[src/rtl/wolfram_ca_engine_if.sv]
// Control/data bundle for the elementary cellular-automaton engine.
// master drives loads and run control; slave (the engine) returns cells and status.
interface wolfram_ca_engine_if #(
  parameter int WIDTH = 16,
  parameter int GEN_W = 8
);
  logic [7:0]       rule_in;
  logic             rule_load;
  logic [WIDTH-1:0] seed_in;
  logic             seed_load;
  logic             boundary;
  logic [GEN_W-1:0] run_count;
  logic             start;
  logic             halt;
  logic [WIDTH-1:0] state_out;
  logic [GEN_W-1:0] gen_count;
  logic             busy;
  logic             done;

  modport master (
    output rule_in, rule_load, seed_in, seed_load, boundary, run_count, start, halt,
    input  state_out, gen_count, busy, done
  );

  modport slave (
    input  rule_in, rule_load, seed_in, seed_load, boundary, run_count, start, halt,
    output state_out, gen_count, busy, done
  );
endinterface

[src/rtl/wolfram_ca_engine.sv]
// Elementary (radius-1) cellular automaton: one generation per RUN cycle, N-cycle run then a done pulse.
// No backpressure; loads and start are only honoured in IDLE, halt aborts a run without a done pulse.
module wolfram_ca_engine #(
  parameter int WIDTH = 16,
  parameter int GEN_W = 8
) (
  input logic               clk,
  input logic               reset,
  wolfram_ca_engine_if.slave bus
);

  typedef enum logic [1:0] {S_IDLE, S_RUN, S_DONE} state_t;

  state_t           r_state;
  logic [WIDTH-1:0] r_cells;
  logic [7:0]       r_rule;
  logic [GEN_W-1:0] r_gen;
  logic [GEN_W-1:0] r_target;
  logic             r_busy;
  logic             r_done;

  logic [WIDTH-1:0] w_next;
  logic [GEN_W-1:0] w_gen_inc;
  logic             w_load;

  assign w_gen_inc = r_gen + GEN_W'(1);
  assign w_load    = bus.rule_load | bus.seed_load;

  // Edge cells see either the opposite edge (periodic) or a constant 0 (null boundary).
  for (genvar gi = 0; gi < WIDTH; gi++) begin : g_cell
    logic w_l;
    logic w_r;
    if (gi == WIDTH - 1) begin : g_left_edge
      assign w_l = bus.boundary ? 1'b0 : r_cells[0];
    end else begin : g_left_in
      assign w_l = r_cells[gi+1];
    end
    if (gi == 0) begin : g_right_edge
      assign w_r = bus.boundary ? 1'b0 : r_cells[WIDTH-1];
    end else begin : g_right_in
      assign w_r = r_cells[gi-1];
    end
    assign w_next[gi] = r_rule[{w_l, r_cells[gi], w_r}];
  end

  always_ff @(posedge clk or posedge reset) begin
    if (reset) begin
      r_state  <= S_IDLE;
      r_cells  <= '0;
      r_rule   <= '0;
      r_gen    <= '0;
      r_target <= '0;
      r_busy   <= 1'b0;
      r_done   <= 1'b0;
    end else begin
      case (r_state)
        S_IDLE: begin
          if (bus.rule_load) r_rule  <= bus.rule_in;
          if (bus.seed_load) r_cells <= bus.seed_in;
          if (!w_load && bus.start) begin
            r_gen <= '0;
            if (bus.run_count != '0) begin
              r_target <= bus.run_count;
              r_state  <= S_RUN;
              r_busy   <= 1'b1;
            end else begin
              r_state  <= S_DONE;
              r_done   <= 1'b1;
            end
          end
        end
        S_RUN: begin
          // Halt wins over completion: the generation in flight is discarded.
          if (bus.halt) begin
            r_state <= S_IDLE;
            r_busy  <= 1'b0;
          end else begin
            r_cells <= w_next;
            r_gen   <= w_gen_inc;
            if (w_gen_inc == r_target) begin
              r_state <= S_DONE;
              r_busy  <= 1'b0;
              r_done  <= 1'b1;
            end
          end
        end
        S_DONE: begin
          r_state <= S_IDLE;
          r_done  <= 1'b0;
        end
        default: begin
          r_state <= S_IDLE;
          r_busy  <= 1'b0;
          r_done  <= 1'b0;
        end
      endcase
    end
  end

  assign bus.state_out = r_cells;
  assign bus.gen_count = r_gen;
  assign bus.busy      = r_busy;
  assign bus.done      = r_done;

endmodule

[src/flat_wrapper.sv]
// flat-port wrapper written by rule: the top's interface ports become plain ports
module wolfram_ca_engine_flat 
#(
  parameter int WIDTH = 16,
  parameter int GEN_W = 8
)
  (clk, reset, bus_rule_in, bus_rule_load, bus_seed_in, bus_seed_load, bus_boundary, bus_run_count, bus_start, bus_halt, bus_state_out, bus_gen_count, bus_busy, bus_done);
  wolfram_ca_engine_if #(.WIDTH(WIDTH), .GEN_W(GEN_W)) bus_i ();
  input logic clk;
  input logic reset;
  input wire logic [$bits(bus_i.rule_in)-1:0] bus_rule_in;
  input wire logic [$bits(bus_i.rule_load)-1:0] bus_rule_load;
  input wire logic [$bits(bus_i.seed_in)-1:0] bus_seed_in;
  input wire logic [$bits(bus_i.seed_load)-1:0] bus_seed_load;
  input wire logic [$bits(bus_i.boundary)-1:0] bus_boundary;
  input wire logic [$bits(bus_i.run_count)-1:0] bus_run_count;
  input wire logic [$bits(bus_i.start)-1:0] bus_start;
  input wire logic [$bits(bus_i.halt)-1:0] bus_halt;
  output wire logic [$bits(bus_i.state_out)-1:0] bus_state_out;
  output wire logic [$bits(bus_i.gen_count)-1:0] bus_gen_count;
  output wire logic [$bits(bus_i.busy)-1:0] bus_busy;
  output wire logic [$bits(bus_i.done)-1:0] bus_done;
  assign bus_i.rule_in = bus_rule_in;
  assign bus_i.rule_load = bus_rule_load;
  assign bus_i.seed_in = bus_seed_in;
  assign bus_i.seed_load = bus_seed_load;
  assign bus_i.boundary = bus_boundary;
  assign bus_i.run_count = bus_run_count;
  assign bus_i.start = bus_start;
  assign bus_i.halt = bus_halt;
  assign bus_state_out = bus_i.state_out;
  assign bus_gen_count = bus_i.gen_count;
  assign bus_busy = bus_i.busy;
  assign bus_done = bus_i.done;
  wolfram_ca_engine #(.WIDTH(WIDTH), .GEN_W(GEN_W)) u_core (.clk(clk), .reset(reset), .bus(bus_i));
endmodule
[config.mk]
export PLATFORM = sky130hd
export DESIGN_NAME = wolfram_ca_engine_flat
export DESIGN_NICKNAME = d
export VERILOG_FILES = /design/src/rtl/wolfram_ca_engine_if.sv /design/src/rtl/wolfram_ca_engine.sv /design/src/flat_wrapper.sv
export SDC_FILE = /design/constraint.sdc
export NUM_CORES = 1
export LEC_CHECK = 0
export CAP_MARGIN = 25
export CORE_UTILIZATION = 50
export CTS_CLUSTER_SIZE = 40
export DETAILED_ROUTE_END_ITERATION = 10
export PLACE_DENSITY = 0.78
export SETUP_SLACK_MARGIN = 0.3
export SKIP_LAST_GASP = 1
export SYNTH_ARGS = -nofsm -noshare
export SYNTH_HDL_FRONTEND = slang
export SYNTH_SLANG_ARGS = --single-unit
[constraint.sdc]
create_clock -name clk -period 3.6 [get_ports clk]
set_input_delay 0.72 -clock clk [delete_from_list [all_inputs] [get_ports clk]]
set_output_delay 0.72 -clock clk [all_outputs]
set_load 0.01 [all_outputs]
==> key figures <==
CTS
  • Clock Pin Slew Worst Setup and Hold Paths: around 0.090 ns
  • Post-CTS Resized: 0
  • Hold-fix buffers at CTS: 0
  • Worst skew pair latency: around 0.31 ns
  • Clock Path Buffers: 2
  • Post-CTS setup buffers: 0
  • CTS tree: built
  • Clock Sink Count: 44
  • Num CTS Buffers: 5
  • H-tree levels: 2
  • Root buffer cell: clkbuf_8

Pwr
  • Design Power: 0.00214 W
  • Leak: ~1.5 nW
  • IR drop worst, VDD: 0.000361 V
  • PD cells: between 500 and 600 nW/um2

Critical path
  • Worst Reg-to-Reg Cells: 6
  • Worst EP required: 3.80 ns
  • Reg2reg start: u_core.bus.gen_count[0]$_DFFE_PP0P_
  • Worst R2R End: u_core.bus.busy$_DFFE_PP0P_
  • Crit-path max FO: 8
  • Reg-to-reg setup timing slack: between 1 and 1.5 ns
  • Critical path class: primary input to register
  • CP cell instances: clkdlybuf4s50_1 -> or4b_1 -> a21oi_1 -> o21ai_0 -> a22o_1
  • Worst endpoint data arrival time: around 2.7 ns
  • CP max stage delay: about 0.62 ns
  • Element type at the critical path end: register
  • Startpoint Class: primary input
  • Critical path's slowest cell: or4b_1

STA
  • Highest Clock Rate: roughly 410 MHz
  • Slew Viols, Final: 0
  • Final min period: between 2 and 2.5 ns
  • Setup TNS: 0 ns
  • RSZ-0062 raised after global routing: false
  • Worst slew pin tran: 0.902 ns
  • Fin crit share: 67.9%
  • Setup Skew: between 0.006 and 0.007 ns
  • Final setup violation count: 0
  • Final hold violations: 0
  • Max_slew headroom: ~40%
  • Final hold slack: ~0.55 ns

Global routing
  • Largest net degree at the start of global routing: 33
  • Initial antenna violation count: 0
  • First-pass GRT wire length: 11200 um
  • Global Route Usage Sum: between 20 and 25%
  • Gr ovfl total: 0
  • Number of global-route vias before repair: roughly 2.2k

Routing
  • DR iter-0 viols: about 210
  • DR WL/cell: 17.5 um
  • Via/cell ratio: 6.03
  • M1 WL: approximately 3100 um
  • Remaining DRCs: 0
  • Pre-antenna DRT Iters: 4
  • Routed Antenna Nets: 0
  • Met3 wire length: 381 um
  • Top sig layer: met4
  • Vias: 2432
  • Met2 wire length: 3510 um
  • Final wirelength: 7060 um

Worst hold path
  • Hold path depth: 1
  • Hold Startpoint: u_core.r_target[6]$_DFFE_PP0P_
  • Hold path endpoint: u_core.r_target[6]$_DFFE_PP0P_
  • Hold Crit Class: register to register

Outcome
  • Status: completed

Finish
  • Post-layout instance area: slightly below 4000 um2
  • Share of layout cells above drive strength 1: between 20% and 30%
  • ANT cells: 0
  • Most frequent cells in the layout: clkdlybuf4s50_1 (64), dfrtp_1 (44), mux4_2 (32)
  • Fillers: 474
  • Multi-input gate area: roughly 1900 um2
  • Final #Nets: between 300 and 400
  • Most common cell after layout, fill and taps aside: clkdlybuf4s50_1
  • Register area: around 1100 um2
  • Core Util, Final: ~65%
  • P&R area growth vs syn: 24.9%

Synthesis
  • Area contributors post-synth: dfrtp_1 (36%), mux4_2 (23%), mux2_2 (5.8%), mux2i_1 (5.5%), o21ai_0 (4.7%)
  • Synth area leader: dfrtp_1
  • Synthesized instance count: between 200 and 300
  • Netlist cell types: 37
  • Syn Nets: between 300 and 400
  • Mapped Avg Cell Area: 10.9 um2
  • YS warnings: 0
  • #FFs+latches synth: 44
  • Synth top area share: ~36%
  • Mapped Area: roughly 3100 um2
  • Post-synthesis sequential area ratio: between 30 and 40%

Floorplanning
  • Die width: between 80 and 90 um
  • Core Box Area: 5960 um2
  • Die Ht: ~80 um
  • Row count: 28
  • I/O pin total: between 60 and 70
  • Die ar.: approximately 6500 um2
  • Starting density of the core: between 50 and 60%

Placement
  • Port Buffer Count: 64
  • Detailed-placement wirelength estimate: 4790 um
  • RD Place Congestion: about 0.86
  • Post-DP Area: 3730 um2

Run
  • Max-cap violations: 0
==> worst max-delay path by stage <==
stage / startpoint / end / cells after the start
6_report: bus_seed_load / u_core.bus.gen_count[6]$_DFFE_PP0P_ / 5
5_1_grt: bus_seed_load / u_core.bus.gen_count[6]$_DFFE_PP0P_ / 5
4_1_cts: bus_seed_load / u_core.bus.gen_count[6]$_DFFE_PP0P_ / 5
3_5_place_dp: bus_seed_load / u_core.bus.gen_count[6]$_DFFE_PP0P_ / 5
3_3_place_gp: bus_seed_load / u_core.bus.gen_count[6]$_DFFE_PP0P_ / 5
2_1_floorplan: bus_seed_load / u_core.r_target[0]$_DFFE_PP0P_ / 3
==> cells by family (layout without fill, tap and decap cells) <==
family,Yosys count,in the layout,synth area share [%]
AO/OA/AOI/OAI,60,60,11.7
flip-flops,44,44,35.5
adder cells (fa/ha/maj),1,1,0.404
XOR/XNOR,9,9,2.54
multiplexers,65,65,34.6
buffers and inverters,34,77,4.12
AND/OR/NAND/NOR,72,72,11.1
==> area by class of cell <==
class / instances / area share, %
inverters: 2 / 0.194
clock inverters: 1 / 0.776
flip-flops and latches: 44 / 28.5
clock buffers: 7 / 2.49
repair buffers: 67 / 17.3
multi-input cells: 207 / 48.3
well taps: 75 / 2.42
==> cell usage after synthesis <==
master,n
nor4_1,2
nand3b_1,2
nand2_1,29
or3_1,1
mux2_2,16
xnor2_1,5
nor3_1,1
nor3b_2,1
xor2_1,4
a211oi_4,1
nand2b_1,5
a22o_1,2
o22ai_1,1
inv_1,2
o21ai_0,29
nand4_2,1
or4b_1,1
o211a_1,1
mux4_2,32
dfrtp_1,44
nor2b_1,1
a21o_2,1
a21o_1,2
a311o_1,1
and3_2,2
or2_2,1
nor2_1,23
or3_2,1
a211oi_1,1
nand3_2,1
a21oi_1,17
o21a_1,1
mux2i_1,17
ha_1,1
a221oi_2,1
o211ai_1,2
clkbuf_1,32
==> layer usage <==
metal / global-route usage, % / up-vias
li1: - / 1130
met1: 32.6 / 1212
met2: 36.9 / 85
met3: 3.93 / 5
met4: 6.96 / 0
met5: 0 / -
==> sequential cells by signal (all words and copies together), names as in the netlist <==
register and count:
u_core.bus.busy 1, u_core.bus.state_out 16, u_core.bus.done 1, u_core.r_rule 8
u_core.r_target 8, u_core.r_state 2, u_core.bus.gen_count 8
==> power by group <==
| part | switching [W] | leakage [nW] | internal (W) |
|---|---|---|---|
| Combinational | 0.000275 | 0.873 | 0.000579 |
| Sequential | 0.000270 | 0.547 | 0.000600 |
| Clock | 0.000176 | 0.0645 | 0.000245 |
==> critical path, delay by kind of cell <==
family | cells | cell delay [ns]
AO/OA/AOI/OAI | 3 | 0.89
buffers and inverters | 1 | 0.42
AND/OR/NAND/NOR | 1 | 0.62
==> through the flow <==
stage	cells	setup slack, ns
2_1_floorplan	285	1.41
3_3_place_gp	394	0.854
3_5_place_dp	394	0.811
4_1_cts	402	1.14
5_1_grt	403	1.01
6_report	403	1.15
(Power assumes the default switching activity.)
